`src/rtl/comparator_bist.sv`:
```
// comparator_bist: self-test sequencer that sweeps operand pairs into a magnitude comparator and checks its one-hot flags
module comparator_bist #(
    parameter int WIDTH       = 8,
    parameter int SWEEP       = 16,
    parameter int SETTLE      = 2,
    parameter int STOP_ON_ERR = 1
) (
    input  logic             clk,
    input  logic             rst_n,
    input  logic             start,
    output logic [WIDTH-1:0] a_o,
    output logic [WIDTH-1:0] b_o,
    input  logic             eq_i,
    input  logic             lw_i,
    input  logic             gr_i,
    output logic             busy,
    output logic             done,
    output logic             pass,
    output logic             fail,
    output logic [WIDTH-1:0] err_a,
    output logic [WIDTH-1:0] err_b,
    output logic [2:0]       err_flags,
    output logic [15:0]      err_count
);
    localparam int CW = (SETTLE > 1) ? $clog2(SETTLE) : 1;
    localparam logic [WIDTH-1:0] LAST = WIDTH'(SWEEP - 1);

    typedef enum logic [2:0] {S_IDLE, S_SETUP, S_SETTLE, S_CHECK, S_FINISH} state_t;

    state_t           state_q, state_d;
    logic [CW-1:0]    cnt_q, cnt_d;
    logic [WIDTH-1:0] a_q, a_d, b_q, b_d, err_a_q, err_a_d, err_b_q, err_b_d;
    logic [2:0]       err_flags_q, err_flags_d;
    logic [15:0]      err_count_q, err_count_d;
    logic             busy_q, busy_d, done_q, done_d, pass_q, pass_d, fail_q, fail_d;
    logic [2:0]       got, expect_flags;
    logic             mismatch;

    assign got          = {eq_i, lw_i, gr_i};
    assign expect_flags = {a_q == b_q, a_q < b_q, a_q > b_q};
    assign mismatch     = got != expect_flags;

    // Next-state logic; flags are only consulted in CHECK so junk elsewhere is harmless
    always_comb begin
        state_d     = state_q;
        cnt_d       = cnt_q;
        a_d         = a_q;
        b_d         = b_q;
        err_a_d     = err_a_q;
        err_b_d     = err_b_q;
        err_flags_d = err_flags_q;
        err_count_d = err_count_q;
        busy_d      = busy_q;
        done_d      = 1'b0;
        pass_d      = pass_q;
        fail_d      = fail_q;
        case (state_q)
            S_IDLE: begin
                if (start && !done_q) begin
                    state_d     = S_SETUP;
                    a_d         = '0;
                    b_d         = '0;
                    err_a_d     = '0;
                    err_b_d     = '0;
                    err_flags_d = '0;
                    err_count_d = '0;
                    pass_d      = 1'b0;
                    fail_d      = 1'b0;
                    busy_d      = 1'b1;
                end
            end
            S_SETUP: begin
                cnt_d   = CW'(SETTLE - 1);
                state_d = S_SETTLE;
            end
            S_SETTLE: begin
                state_d = (cnt_q == '0) ? S_CHECK : S_SETTLE;
                cnt_d   = (cnt_q == '0) ? cnt_q : cnt_q - CW'(1);
            end
            S_CHECK: begin
                if (mismatch) begin
                    err_count_d = (err_count_q == 16'hFFFF) ? err_count_q : err_count_q + 16'd1;
                    fail_d      = 1'b1;
                    if (!fail_q) begin
                        err_a_d     = a_q;
                        err_b_d     = b_q;
                        err_flags_d = got;
                    end
                end
                if ((mismatch && STOP_ON_ERR != 0) || (a_q == LAST && b_q == LAST)) begin
                    state_d = S_FINISH;
                end else if (b_q == LAST) begin
                    b_d     = '0;
                    a_d     = a_q + WIDTH'(1);
                    state_d = S_SETUP;
                end else begin
                    b_d     = b_q + WIDTH'(1);
                    state_d = S_SETUP;
                end
            end
            S_FINISH: begin
                done_d  = 1'b1;
                busy_d  = 1'b0;
                pass_d  = !fail_q;
                state_d = S_IDLE;
            end
            default: state_d = S_IDLE;
        endcase
    end

    // State and output registers; reset aborts any sweep in progress
    always_ff @(posedge clk or negedge rst_n) begin
        if (!rst_n) begin
            state_q     <= S_IDLE;
            cnt_q       <= '0;
            a_q         <= '0;
            b_q         <= '0;
            err_a_q     <= '0;
            err_b_q     <= '0;
            err_flags_q <= '0;
            err_count_q <= '0;
            busy_q      <= 1'b0;
            done_q      <= 1'b0;
            pass_q      <= 1'b0;
            fail_q      <= 1'b0;
        end else begin
            state_q     <= state_d;
            cnt_q       <= cnt_d;
            a_q         <= a_d;
            b_q         <= b_d;
            err_a_q     <= err_a_d;
            err_b_q     <= err_b_d;
            err_flags_q <= err_flags_d;
            err_count_q <= err_count_d;
            busy_q      <= busy_d;
            done_q      <= done_d;
            pass_q      <= pass_d;
            fail_q      <= fail_d;
        end
    end

    assign a_o       = a_q;
    assign b_o       = b_q;
    assign busy      = busy_q;
    assign done      = done_q;
    assign pass      = pass_q;
    assign fail      = fail_q;
    assign err_a     = err_a_q;
    assign err_b     = err_b_q;
    assign err_flags = err_flags_q;
    assign err_count = err_count_q;
endmodule

```
`config.mk`:
```
export PLATFORM = sky130hd
export DESIGN_NAME = comparator_bist
export DESIGN_NICKNAME = d
export VERILOG_FILES = /design/src/rtl/comparator_bist.sv
export SDC_FILE = /design/constraint.sdc
export NUM_CORES = 1
export LEC_CHECK = 0
export CAP_MARGIN = 20
export CELL_PAD_IN_SITES_DETAIL_PLACEMENT = 1
export CELL_PAD_IN_SITES_GLOBAL_PLACEMENT = 1
export CORE_AREA = 2 2 71 124
export DETAILED_ROUTE_END_ITERATION = 10
export DIE_AREA = 0 0 73 126
export PLACE_DENSITY_LB_ADDON = 0.1
export SLEW_MARGIN = 20
export SYNTH_ARGS = -nofsm -noshare
export SYNTH_HDL_FRONTEND = slang
export SYNTH_SLANG_ARGS = --single-unit
```
`constraint.sdc`:
```
create_clock -name clk -period 3.3 [get_ports clk]
set_clock_uncertainty 0.15 [all_clocks]
set_input_delay 0.33 -clock clk [delete_from_list [all_inputs] [get_ports clk]]
set_output_delay 0.33 -clock clk [all_outputs]
set_load 0.1 [all_outputs]
```
# Word level (Yosys, flattened, before mapping)
# Index checks and enable logic that the tools add are counted.
# classes
reduce_logical,15
n_mux,34
addsub,4
n_lt_le_gt_ge,2
eq_ne,15
# ops
cell,n
8-bit 2-to-1 mux,9
8-bit case mux with 2 select lines,4
16-bit 2-to-1 mux,3
16-bit case mux with 2 select lines,1
"16-bit by 1-bit adder with 16-bit output, second input constant",1
"8-bit by 1-bit adder with 8-bit output, second input constant",2
"16-bit equality test, second input constant",1
"8-bit by 4-bit equality test with 1-bit output, second input constant",2
3-bit 2-to-1 mux,5
"2-bit inequality test, second input constant",6
3-bit case mux with 4 select lines,1
4-bit AND reduction,3
8-bit equality test,1
8-bit > comparator,1
8-bit less-than comparator,1
1-bit case mux with 2 select lines,4
"3-bit by 2-bit equality test with 1-bit output, second input constant",2
1-bit 2-to-1 mux,6
3-bit case mux with 2 select lines,1
3-bit AND reduction,2
2-bit nonzero test,3
"3-bit by 1-bit equality test with 1-bit output, second input constant",1
"3-bit equality test, second input constant",1
3-bit logical NOT,1
other kinds (6),8
# totals
out_inout_bits,55
register_bits,59
elab_cells,82
input_bits,6

# Depth between registers and ports, before layout
# Gate-level depths: netlist (run 1).
# logic_depth
depth_word,5
mapped_depth,11
mapped_depth_nobuf,9

# Least setup slack after synthesis (run 1)
# OpenSTA, ideal clock, no wires.
# synth_timing
path_kind,flip-flop to flip-flop
startpoint,"register b_q[4], in the netlist b_o[4]"
endpoint,"register a_q[4], in the netlist a_o[4]"
path_buffers,2
period_less_slack_ps,3486
t_arrival_ps,3159
path_slack_ps,-186
setup_ps,177
required_ps,2973
path_stages_with_launch,12
cell_sequence,dfrtp_1 inv_1 ha_1 nand4_2 or4_1 a21o_1 a21o_1 a21oi_4 or2_1 buf_6 buf_6 a31oi_2
# synth_between
elab_chain_len,5
word_cells_on_any_way,10
cone_classes,order compare (2); eq/ne (5); reduce/logical (3)
# synth_rtl
item,line_no,text
start: declaration,32,"logic [WIDTH-1:0] a_q, a_d, b_q, b_d, err_a_q, err_a_d, err_b_q, err_b_d;"
start signal: assignment,117,b_q <= '0;
start signal: assignment,130,b_q <= b_d;
8-bit > comparator (tied with other cells),40,"assign expect_flags = {a_q == b_q, a_q < b_q, a_q > b_q};"
3-bit inequality test or 1-bit logical AND (tied branches),"41, 90",
1-bit logical OR,90,if ((mismatch && STOP_ON_ERR != 0) || (a_q == LAST && b_q == LAST)) begin
2-bit inequality test (no line),--,
4-bit AND reduction (no line) *,--,
end signal: assignment,116,a_q <= '0;
end signal: assignment,129,a_q <= a_d;
end: declaration,32,
# Every way passes the cells marked *; elsewhere a longest branch is shown, timed or not.
# A chain may end at the register's enable or synchronous reset.

# Worst setup path after layout (run 1)
# layout_timing
startpoint,"register a_q[6], in the netlist a_o[6]"
endpoint,"register err_a_q[4], in the netlist err_a[4]"
# layout_between
elab_chain_len,4
word_cells_on_any_way,6
cone_classes,order compare (2); eq/ne (3); reduce/logical (1)
# layout_rtl
item,line_no,text
8-bit > comparator (tied with other cells),40,
3-bit inequality test *,41,assign mismatch = got != expect_flags;
2-bit inequality test (no line) *,--,
4-bit AND reduction (no line) *,--,
end signal: assignment,131,err_a_q <= err_a_d;
end: declaration,32,
# Marked as above.

==> impl_metrics.toml, run 1 <==
[placement]
dpl_worst_slack_ns = 0.316
dpl.hpwl_mm = 6.74
place.gp.congestion = 0.782
io_buffers = 60

[logic_synthesis]
synth-warning-count = 0
seq_area_frac_synth = 0.461
ys_types = 47
synth-main-ff-cell = "dfrtp_1"
synth_enable_flop_cells = 0
synth.net_count = 351
avgSynthCellArea_um2 = 9.59
synth_area_um2 = 3200
synth_cells = 334
ys_ff_latch = 59
async_reset_ff_frac = 1.00

[timing]
fin_ws_ns = 0.309
slew_violations = 0
layout_min_cycle_time_ns = 2.99
setup_violations = 0
rsz0062_at_grt = "false"
hold_viol = 0
fin_crit_sh = 0.906
tightestPinTransition_ns = 0.981
max_slew_margin = 0.344
tns_ns = 0
max_freq_ghz = 0.334

[global_routing]
grtUsageTotal = 0.216
grt_pass1_vias = 3023
grt_start_max_net_pins = 60
antenna_found_initial = 0
overflow = 0
grt_first_pass_wirelength_mm = 15.3

[die]
fp.dieH_um = 126
ios = 61
core-area_um2 = 8200
dieArea_um2 = 9200
die_width_um = 73
start_util = 0.390
rows = 44

[power]
leakagePower_nw = 1.93
powerDensity_nw_per_um2 = 705
vdd_drop_max_mv = 0.384
power_mw = 2.94

[final_layout]
final_core_util = 0.508
antenna_cells = 0
drive_gt1_frac = 0.164
nNetsFinal = 420
syn_to_final_growth_pct = 30.2

[setup_path]
crit_end = "err_a[4]"
critical_path.max_fanout = 16
startpoint_type = "flip-flop"
crit_chain = "ha_1 > nand4_2 > or4_1 > a21o_1 > a21o_1 > nand2_1 > or3_1 > buf_12 > mux2i_1"
crit_start = "a_o[6]"
cpMostUsedCell = "a21o_1"
rrSetupSlack_ns = 0.31
r2r_cells = 9
worstReg2RegEnd = "err_a[4]"
required_ns = 3.40
path_depth = 9
crit_type = "flip-flop to flip-flop"
r2r-start = "a_o[6]"
slowest_delay_ns = 0.51
critical_path_buf_inv_count = 1
cp_slowest_cell = "or4_1"
worst_setup_path_end_kind = "flip-flop"
critical_path.top_delay_family = "simple AND/OR/NAND/NOR gates"
cp.arrival_ns = 3.09

[clock_network]
cts_resized = 0
h-tree-depth = 3
cts_buffers = 9
path_clk_slew_ns = 0.05
clock-sinks = 59
cts_setup_buffers = 0
cts_tree = "built"
clockBufferDepth = 2
clockRootBuffer = "clkbuf_16"
holdBufCountCts = 0
clock_latency_ns = 0.33

[job]
drv_cap = 0

[worst_hold_path]
min_path_type = "input port to async pin"

[drt]
via_per_inst = 5.63
ant_nets = 0
drc = 0
first_pass_iters = 4
vias = 2815
wl_mm = 9.22
wl_per_cell_um = 18.4
first_iter_violations = 116

[status]
status = "finished clean"
-- layer usage --
layer	part of all wire	vias to the layer above	GRT usage
li1	-	1315	-
met1	0.40	1416	0.248
met2	0.55	67	0.380
met3	0.027	17	0.0216
met4	0.027	0	0.114
met5	0	-	0
-- power breakdown --
| group | internal [mW] | leakage [nW] | switching, mW |
|---|---|---|---|
| Sequential | 0.807 | 0.794 | 0.0892 |
| Combinational | 0.306 | 0.991 | 0.848 |
| Clock | 0.567 | 0.143 | 0.323 |
-- through the flow --
stage / cells / cell area, um^2 / hold slack, ns
2_1_floorplan: 334 / 3210 / -0.116
3_3_place_gp: 484 / 3880 / 0.310
3_5_place_dp: 484 / 3880 / 0.330
4_1_cts: 500 / 4170 / 0.0504
5_1_grt: 500 / 4170 / 0.102
6_report: 500 / 4170 / 0.0254
-- cells in the final DEF, fill, tap and decap left out, types with 3 or more instances in the layout --
cell / Yosys / layout
dfrtp_1: 59 / 50
dfrtp_2: 0 / 9
a31oi_1: 6 / 6
nand4_1: 6 / 6
buf_4: 0 / 28
or3_1: 3 / 3
xnor2_1: 7 / 7
a21oi_1: 22 / 22
clkbuf_16: 0 / 9
ha_1: 11 / 11
nor3_1: 6 / 6
nand3_1: 17 / 17
a31oi_2: 4 / 4
mux2i_1: 24 / 24
nor2_1: 21 / 21
a21o_1: 6 / 6
inv_1: 26 / 26
nand2_1: 49 / 49
o21ai_0: 13 / 13
clkbuf_8: 0 / 3
clkdlybuf4s50_1: 0 / 41
a211oi_1: 4 / 4
-- worst register-to-register path: cells and delay by family (launching register included) --
| family | cells | cell delay [ns] |
|---|---|---|
| AOI/OAI and AO/OA | 2 | 0.43 |
| adders and majority gates | 1 | 0.36 |
| buffers and inverters | 1 | 0.21 |
| and+or+nand+nor | 4 | 1.08 |
| DFF | 1 | 0.47 |
| muxes | 1 | 0.22 |
-- cells in the mapped netlist, types with 3 or more instances --
cell / count / area share
dfrtp_1: 59 / 0.46
nand2_1: 49 / 0.057
inv_1: 26 / 0.030
mux2i_1: 24 / 0.075
a21oi_1: 22 / 0.034
nor2_1: 21 / 0.025
nand3_1: 17 / 0.027
o21ai_0: 13 / 0.020
ha_1: 11 / 0.043
xnor2_1: 7 / 0.019
a21o_1: 6 / 0.014
a31oi_1: 6 / 0.012
nand4_1: 6 / 0.012
nor3_1: 6 / 0.0094
buf_6: 5 / 0.018
clkbuf_1: 5 / 0.0059
a211oi_1: 4 / 0.0094
a31oi_2: 4 / 0.016
or3_1: 3 / 0.0059
-- cells by family (layout without fill, tap and decap cells) --
logic type / after synthesis / in the layout / share of synthesized area
and+or+nand+nor: 122 / 122 / 0.190
adders and majority gates: 11 / 11 / 0.0430
muxes: 24 / 24 / 0.0750
xor gates and xnor gates: 7 / 7 / 0.0191
buffers and inverters: 39 / 113 / 0.0582
DFF: 59 / 59 / 0.461
AOI/OAI and AO/OA: 72 / 72 / 0.154
-- how the worst min path moves through the flow --
| stage | end | slack, ns | depth (start not counted) |
|---|---|---|---|
| 2_1_floorplan | a_o[0] | -0.12 | 0 |
| 3_3_place_gp | busy | 0.31 | 2 |
| 3_5_place_dp | busy | 0.33 | 2 |
| 4_1_cts | err_count[10] | 0.05 | 2 |
| 5_1_grt | err_count[8] | 0.10 | 2 |
| 6_report | err_count[8] | 0.03 | 2 |
-- cell type report --
type / instances / area (um^2)
clock buffers: 14 / 274
clock inverters: 2 / 10.0
fillers: 961 / 4030
inverters: 26 / 97.6
multi-input cells: 236 / 1540
flip-flops and latches: 59 / 1490
well taps: 92 / 115
repair buffers: 71 / 646
-- state kept, by name (all words and copies together), names as in the netlist --
| register | cells |
|---|---|
| cnt_q | 1 |
| fail | 1 |
| err_a | 8 |
| busy | 1 |
| done | 1 |
| err_flags | 3 |
| state_q | 3 |
| err_b | 8 |
| b_o | 8 |
| a_o | 8 |
| err_count | 16 |
| pass | 1 |
No activity file was read; power rests on OpenSTA's default activity.
==> run 2: changes to the inputs <==
--- a/config.mk
+++ b/config.mk
@@ -12,6 +12,7 @@
 export DETAILED_ROUTE_END_ITERATION = 10
 export DIE_AREA = 0 0 73 126
 export PLACE_DENSITY_LB_ADDON = 0.1
+export RECOVER_POWER = 50
 export SLEW_MARGIN = 20
 export SYNTH_ARGS = -nofsm -noshare
 export SYNTH_HDL_FRONTEND = slang
==> impl_metrics.toml, run 2 (synthesis gave the netlist of run 1 again) <==
[timing]
tightestPinTransition_ns = 1.57
max_slew_margin = -0.0475
hold_viol = 0
layout_min_cycle_time_ns = 2.99
setup_violations = 0
slew_violations = 60
max_freq_ghz = 0.334
fin_ws_ns = 0.309
fin_crit_sh = 0.906
timing.hold.ws_ns = 0.326
tns_ns = 0
rsz0062_at_grt = "false"

[final_layout]
drive_gt1_frac = 0.118
antenna_cells = 0
layout_commonest_cell = "dfrtp_1"
fin_cells = 500
syn_to_final_growth_pct = 27.9
final_area_um2 = 4100
largest_reg_flops = 16
layout_common_cells = "50 x dfrtp_1, 49 x nand2_1, 37 x clkdlybuf4s50_1, 26 x inv_1, 24 x mux2i_1"
final_core_util = 0.499
nNetsFinal = 420

[power]
leakagePower_nw = 1.86
p_int_mw = 1.66
power_mw = 2.92
swShare = 0.432
power_frac_comb = 0.388
powerDensity_nw_per_um2 = 713
vdd_drop_max_mv = 0.387
power.sequential.fraction = 0.307
clockPowerShare = 0.305
switchingPower_mw = 1.26

[setup_path]
required_ns = 3.40
worst_setup_path_end_kind = "flip-flop"
crit_chain = "ha_1 > nand4_2 > or4_1 > a21o_1 > a21o_1 > nand2_1 > or3_1 > buf_12 > mux2i_1"
slowest_delay_ns = 0.51
crit_type = "flip-flop to flip-flop"
cpMostUsedCell = "a21o_1"
cp.arrival_ns = 3.09
critical_path_buf_inv_count = 1
cp_slowest_cell = "or4_1"
critical_path.max_fanout = 16
critical_path.top_delay_family = "simple AND/OR/NAND/NOR gates"
startpoint_type = "flip-flop"

[global_routing]
grt_first_pass_wirelength_mm = 15.3
overflow = 0
grt_start_max_net_pins = 60
busiest_layer = "met2"
met1_usage = 0.248
grtUsageTotal = 0.216
antenna_found_initial = 0
met2_usage = 0.380
gr-usage-met3 = 0.0216
grt_pass1_vias = 3023

[job]
drv_cap = 1

[die]
dieArea_um2 = 9200
start_util = 0.390
ios = 61
rows = 44
die_width_um = 73
fp.dieH_um = 126
core-area_um2 = 8200

[placement]
dpl_worst_slack_ns = 0.316
io_buffers = 60
dpl_cell_area_um2 = 3880
dp_cells = 484
dpl.hpwl_mm = 6.74
place.gp.congestion = 0.782

[clock_network]
path_clk_slew_ns = 0.05
clock-sinks = 59
h-tree-depth = 3
clockBufferDepth = 2
holdBufCountCts = 0
cts_tree = "built"
cts_resized = 0
cts_setup_buffers = 0
clock_latency_ns = 0.33
clockRootBuffer = "clkbuf_16"
cts_buffers = 9

[drt]
wl_per_cell_um = 18.4
drc = 0
first_pass_iters = 4
wl_mm = 9.21
first_iter_violations = 99
vias = 2804
via_per_inst = 5.61
ant_nets = 0

[status]
status = "finished with violations"
violations = "capacitance limit, slew limit"

[worst_hold_path]
min_path_type = "input port to async pin"
## run 2: cell types whose count changed in the layout (fill, tap and decap cells not counted), sizes merged
| cell | delta |
|---|---|
| buf | -20 |
| clkbuf | +20 |
| clkdlybuf4s50 | -4 |
| dlygate4sd3 | +4 |
## run 2: cell type report
class                      count  area [um^2]
multi-input combinational    236         1540
tap                           92          115
clock inverter                 2         10.0
clock buffer                  14          274
fill                         972         4110
timing repair buffer          71          572
inverter                      26         97.6
sequential                    59         1490
## run 2: power groups by stage
stage	sequential (mW)	clock [mW]	combinational [mW]
CTS	0.897	0.909	1.16
finish	0.897	0.892	1.13
floorplan	1.29	0	0.489
detailed placement	0.908	0	1.16
global route	0.909	0.932	1.21
global placement	0.902	0	1.14
## run 2: final timing paths
| kind | from | endpoint | slack, ns | depth (start not counted) |
|---|---|---|---|---|
| worst min register to register | busy | busy | 0.33 | 2 |
| worst max register to register | a_o[6] | err_a[4] | 0.31 | 9 |
| worst min-delay path | rst_n | err_count[8] | 0.33 | 2 |
| max in group asynchronous | rst_n | b_o[7] | 1.62 | 2 |
| min in group clk | busy | busy | 0.33 | 2 |
| worst max-delay path | a_o[6] | err_a[4] | 0.31 | 9 |
## run 2: worst register-to-register path: stages, from the launching register on
cell and delay [ns]:
dfrtp_2 0.47, ha_1 0.36, nand4_2 0.17, or4_1 0.51, a21o_1 0.22, a21o_1 0.21
nand2_1 0.13, or3_1 0.27, buf_12 0.21, mux2i_1 0.22
## run 2: layer usage
| metal | share of wire | vias to the layer above |
|---|---|---|
| li1 | - | 1318 |
| met1 | 0.40 | 1411 |
| met2 | 0.55 | 57 |
| met3 | 0.028 | 18 |
| met4 | 0.025 | 0 |
| met5 | 0 | - |
==> run 3: changes to the inputs <==
--- a/config.mk
+++ b/config.mk
@@ -5,12 +5,14 @@
 export SDC_FILE = /design/constraint.sdc
 export NUM_CORES = 1
 export LEC_CHECK = 0
+export ABC_CLOCK_PERIOD_IN_PS = 3300
 export CAP_MARGIN = 20
 export CELL_PAD_IN_SITES_DETAIL_PLACEMENT = 1
 export CELL_PAD_IN_SITES_GLOBAL_PLACEMENT = 1
 export CORE_AREA = 2 2 71 124
 export DETAILED_ROUTE_END_ITERATION = 10
 export DIE_AREA = 0 0 73 126
+export GPL_TIMING_DRIVEN = 0
 export PLACE_DENSITY_LB_ADDON = 0.1
 export RECOVER_POWER = 50
 export SLEW_MARGIN = 20
==> impl_metrics.toml, run 3 (synthesis gave the netlist of run 1 again) <==
[status]
status = "finished with violations"
violations = "capacitance limit, slew limit"

[power]
switchingPower_mw = 1.26
vdd_drop_max_mv = 0.350
powerDensity_nw_per_um2 = 707
swShare = 0.418
clockPowerShare = 0.315
power_frac_comb = 0.391
power.sequential.fraction = 0.294
p_int_mw = 1.75
leakagePower_nw = 1.96

[final_layout]
layout_commonest_cell = "dfrtp_1"
nFillCells = 931
fin_cells = 504
antenna_cells = 0
largest_reg_flops = 16
layout_common_cells = "50 x dfrtp_1, 49 x nand2_1, 37 x clkdlybuf4s50_1, 26 x inv_1, 24 x mux2i_1"
syn_to_final_growth_pct = 32.7
nNetsFinal = 424
drive_gt1_frac = 0.109

[clock_network]
path_clk_slew_ns = 0.05
cts_setup_buffers = 0
clockRootBuffer = "clkbuf_16"
clock_latency_ns = 0.33
clock-sinks = 59
cts_buffers = 9
h-tree-depth = 3
clockBufferDepth = 2
cts_tree = "built"

[die]
ios = 61
core-area_um2 = 8200
rows = 44
fp.dieH_um = 126
dieArea_um2 = 9200
die_width_um = 73
start_util = 0.390

[setup_path]
critical_path.top_delay_family = "simple AND/OR/NAND/NOR gates"
critical_path.max_fanout = 10
crit_type = "flip-flop to flip-flop"
rrSetupSlack_ns = 0.23
startpoint_type = "flip-flop"
crit_chain = "inv_1 > ha_1 > nand4_2 > or4_1 > a21o_1 > a21o_1 > a21oi_4 > or2_1 > buf_6 > buf_6 > a31oi_2"
cp.arrival_ns = 3.11
required_ns = 3.34
slowest_delay_ns = 0.51
worst_setup_path_end_kind = "flip-flop"
crit_start = "b_o[6]"
critical_path_buf_inv_count = 3
cp_slowest_cell = "or4_1"
r2r-start = "b_o[6]"

[global_routing]
overflow = 0
grtUsageTotal = 0.220
grt_pass1_vias = 2984
grt_start_max_net_pins = 31
grt_first_pass_wirelength_mm = 15.2
antenna_found_initial = 0

[timing]
setup_violations = 0
slew_violations = 31
tns_ns = 0
timing.hold.ws_ns = 0.338
max_slew_margin = -0.132
rsz0062_at_grt = "false"
fin_crit_sh = 0.932
fin_ws_ns = 0.226
max_freq_ghz = 0.325
hold_viol = 0
tightestPinTransition_ns = 1.70
layout_min_cycle_time_ns = 3.07

[worst_hold_path]
min_path_type = "flip-flop to flip-flop"
min_from = "busy"

[placement]
dpl.hpwl_mm = 6.99
io_buffers = 60
dp_cells = 487
place.gp.congestion = 0.801
dpl_worst_slack_ns = 0.190

[drt]
first_pass_iters = 4
drc = 0
first_iter_violations = 84
wl_per_cell_um = 18.4
vias = 2816
wl_mm = 9.29
ant_nets = 0
via_per_inst = 5.59

[job]
drv_cap = 1
[run 3: cell types whose count changed in the layout (fill, tap and decap cells not counted), sizes merged]
cell,change
buf,-4
dlygate4sd3,+19
clkbuf,-9
clkinv,-2
[run 3: worst paths after layout]
| check | end | depth (start not counted) |
|---|---|---|
| hold / removal | busy | 2 |
| max in group asynchronous | b_o[5] | 3 |
| setup reg to reg | a_o[4] | 11 |
| hold reg to reg | busy | 2 |
| min in group asynchronous | err_count[7] | 2 |
| setup / recovery | a_o[4] | 11 |
[run 3: power by group through the flow]
stage                     Combinational, mW  Clock, mW  Sequential, mW
after global routing                   1.26      0.993           0.899
final                                  1.18      0.947           0.883
after CTS                              1.20      0.962           0.885
after detailed placement               1.20          0           0.896
after floorplan                       0.489          0            1.29
after global placement                 1.18          0           0.894
[run 3: final cells by class]
cell class	count	area (um^2)	area share
multi-input cells	236	1540	0.362
plain buffers	13	90.1	0.0212
inverters	26	97.6	0.0230
repair buffers	62	609	0.143
clock buffers	16	312	0.0733
well taps	92	115	0.0271
flip-flops and latches	59	1490	0.350
[run 3: what timing repair did]
item | 4_1_cts | 5_1_grt
endpoints found under the hold margin | 29 | 0
hold buffers | 1 | 0
resized for setup | 0 | 1
endpoints found under the setup margin | 0 | 2
[run 3: stage by stage]
| stage | cell area (um^2) | utilization | total power, mW |
|---|---|---|---|
| after global routing | 4250 | 0.518 | 3.15 |
| after detailed placement | 3950 | 0.481 | 2.09 |
| after global placement | 3930 | 0.479 | 2.07 |
| final | 4250 | 0.518 | 3.01 |
| after CTS | 4270 | 0.520 | 3.05 |
| after floorplan | 3210 | - | 1.77 |
[run 3: metal layers]
metal  share of wire  global-route usage  routed length, um
met3           0.032              0.0408                296
met5               0                   0                  0
met4           0.033               0.103                311
met2            0.56               0.393               5170
met1            0.38               0.243               3510
[run 3: worst register-to-register path, delay by kind of cell, from the launching register on]
kind	cells	cell delay, ns
simple gates	3	0.86
compound gates	4	0.82
flops	1	0.42
buf+inv	3	0.34
fa+ha+maj	1	0.33
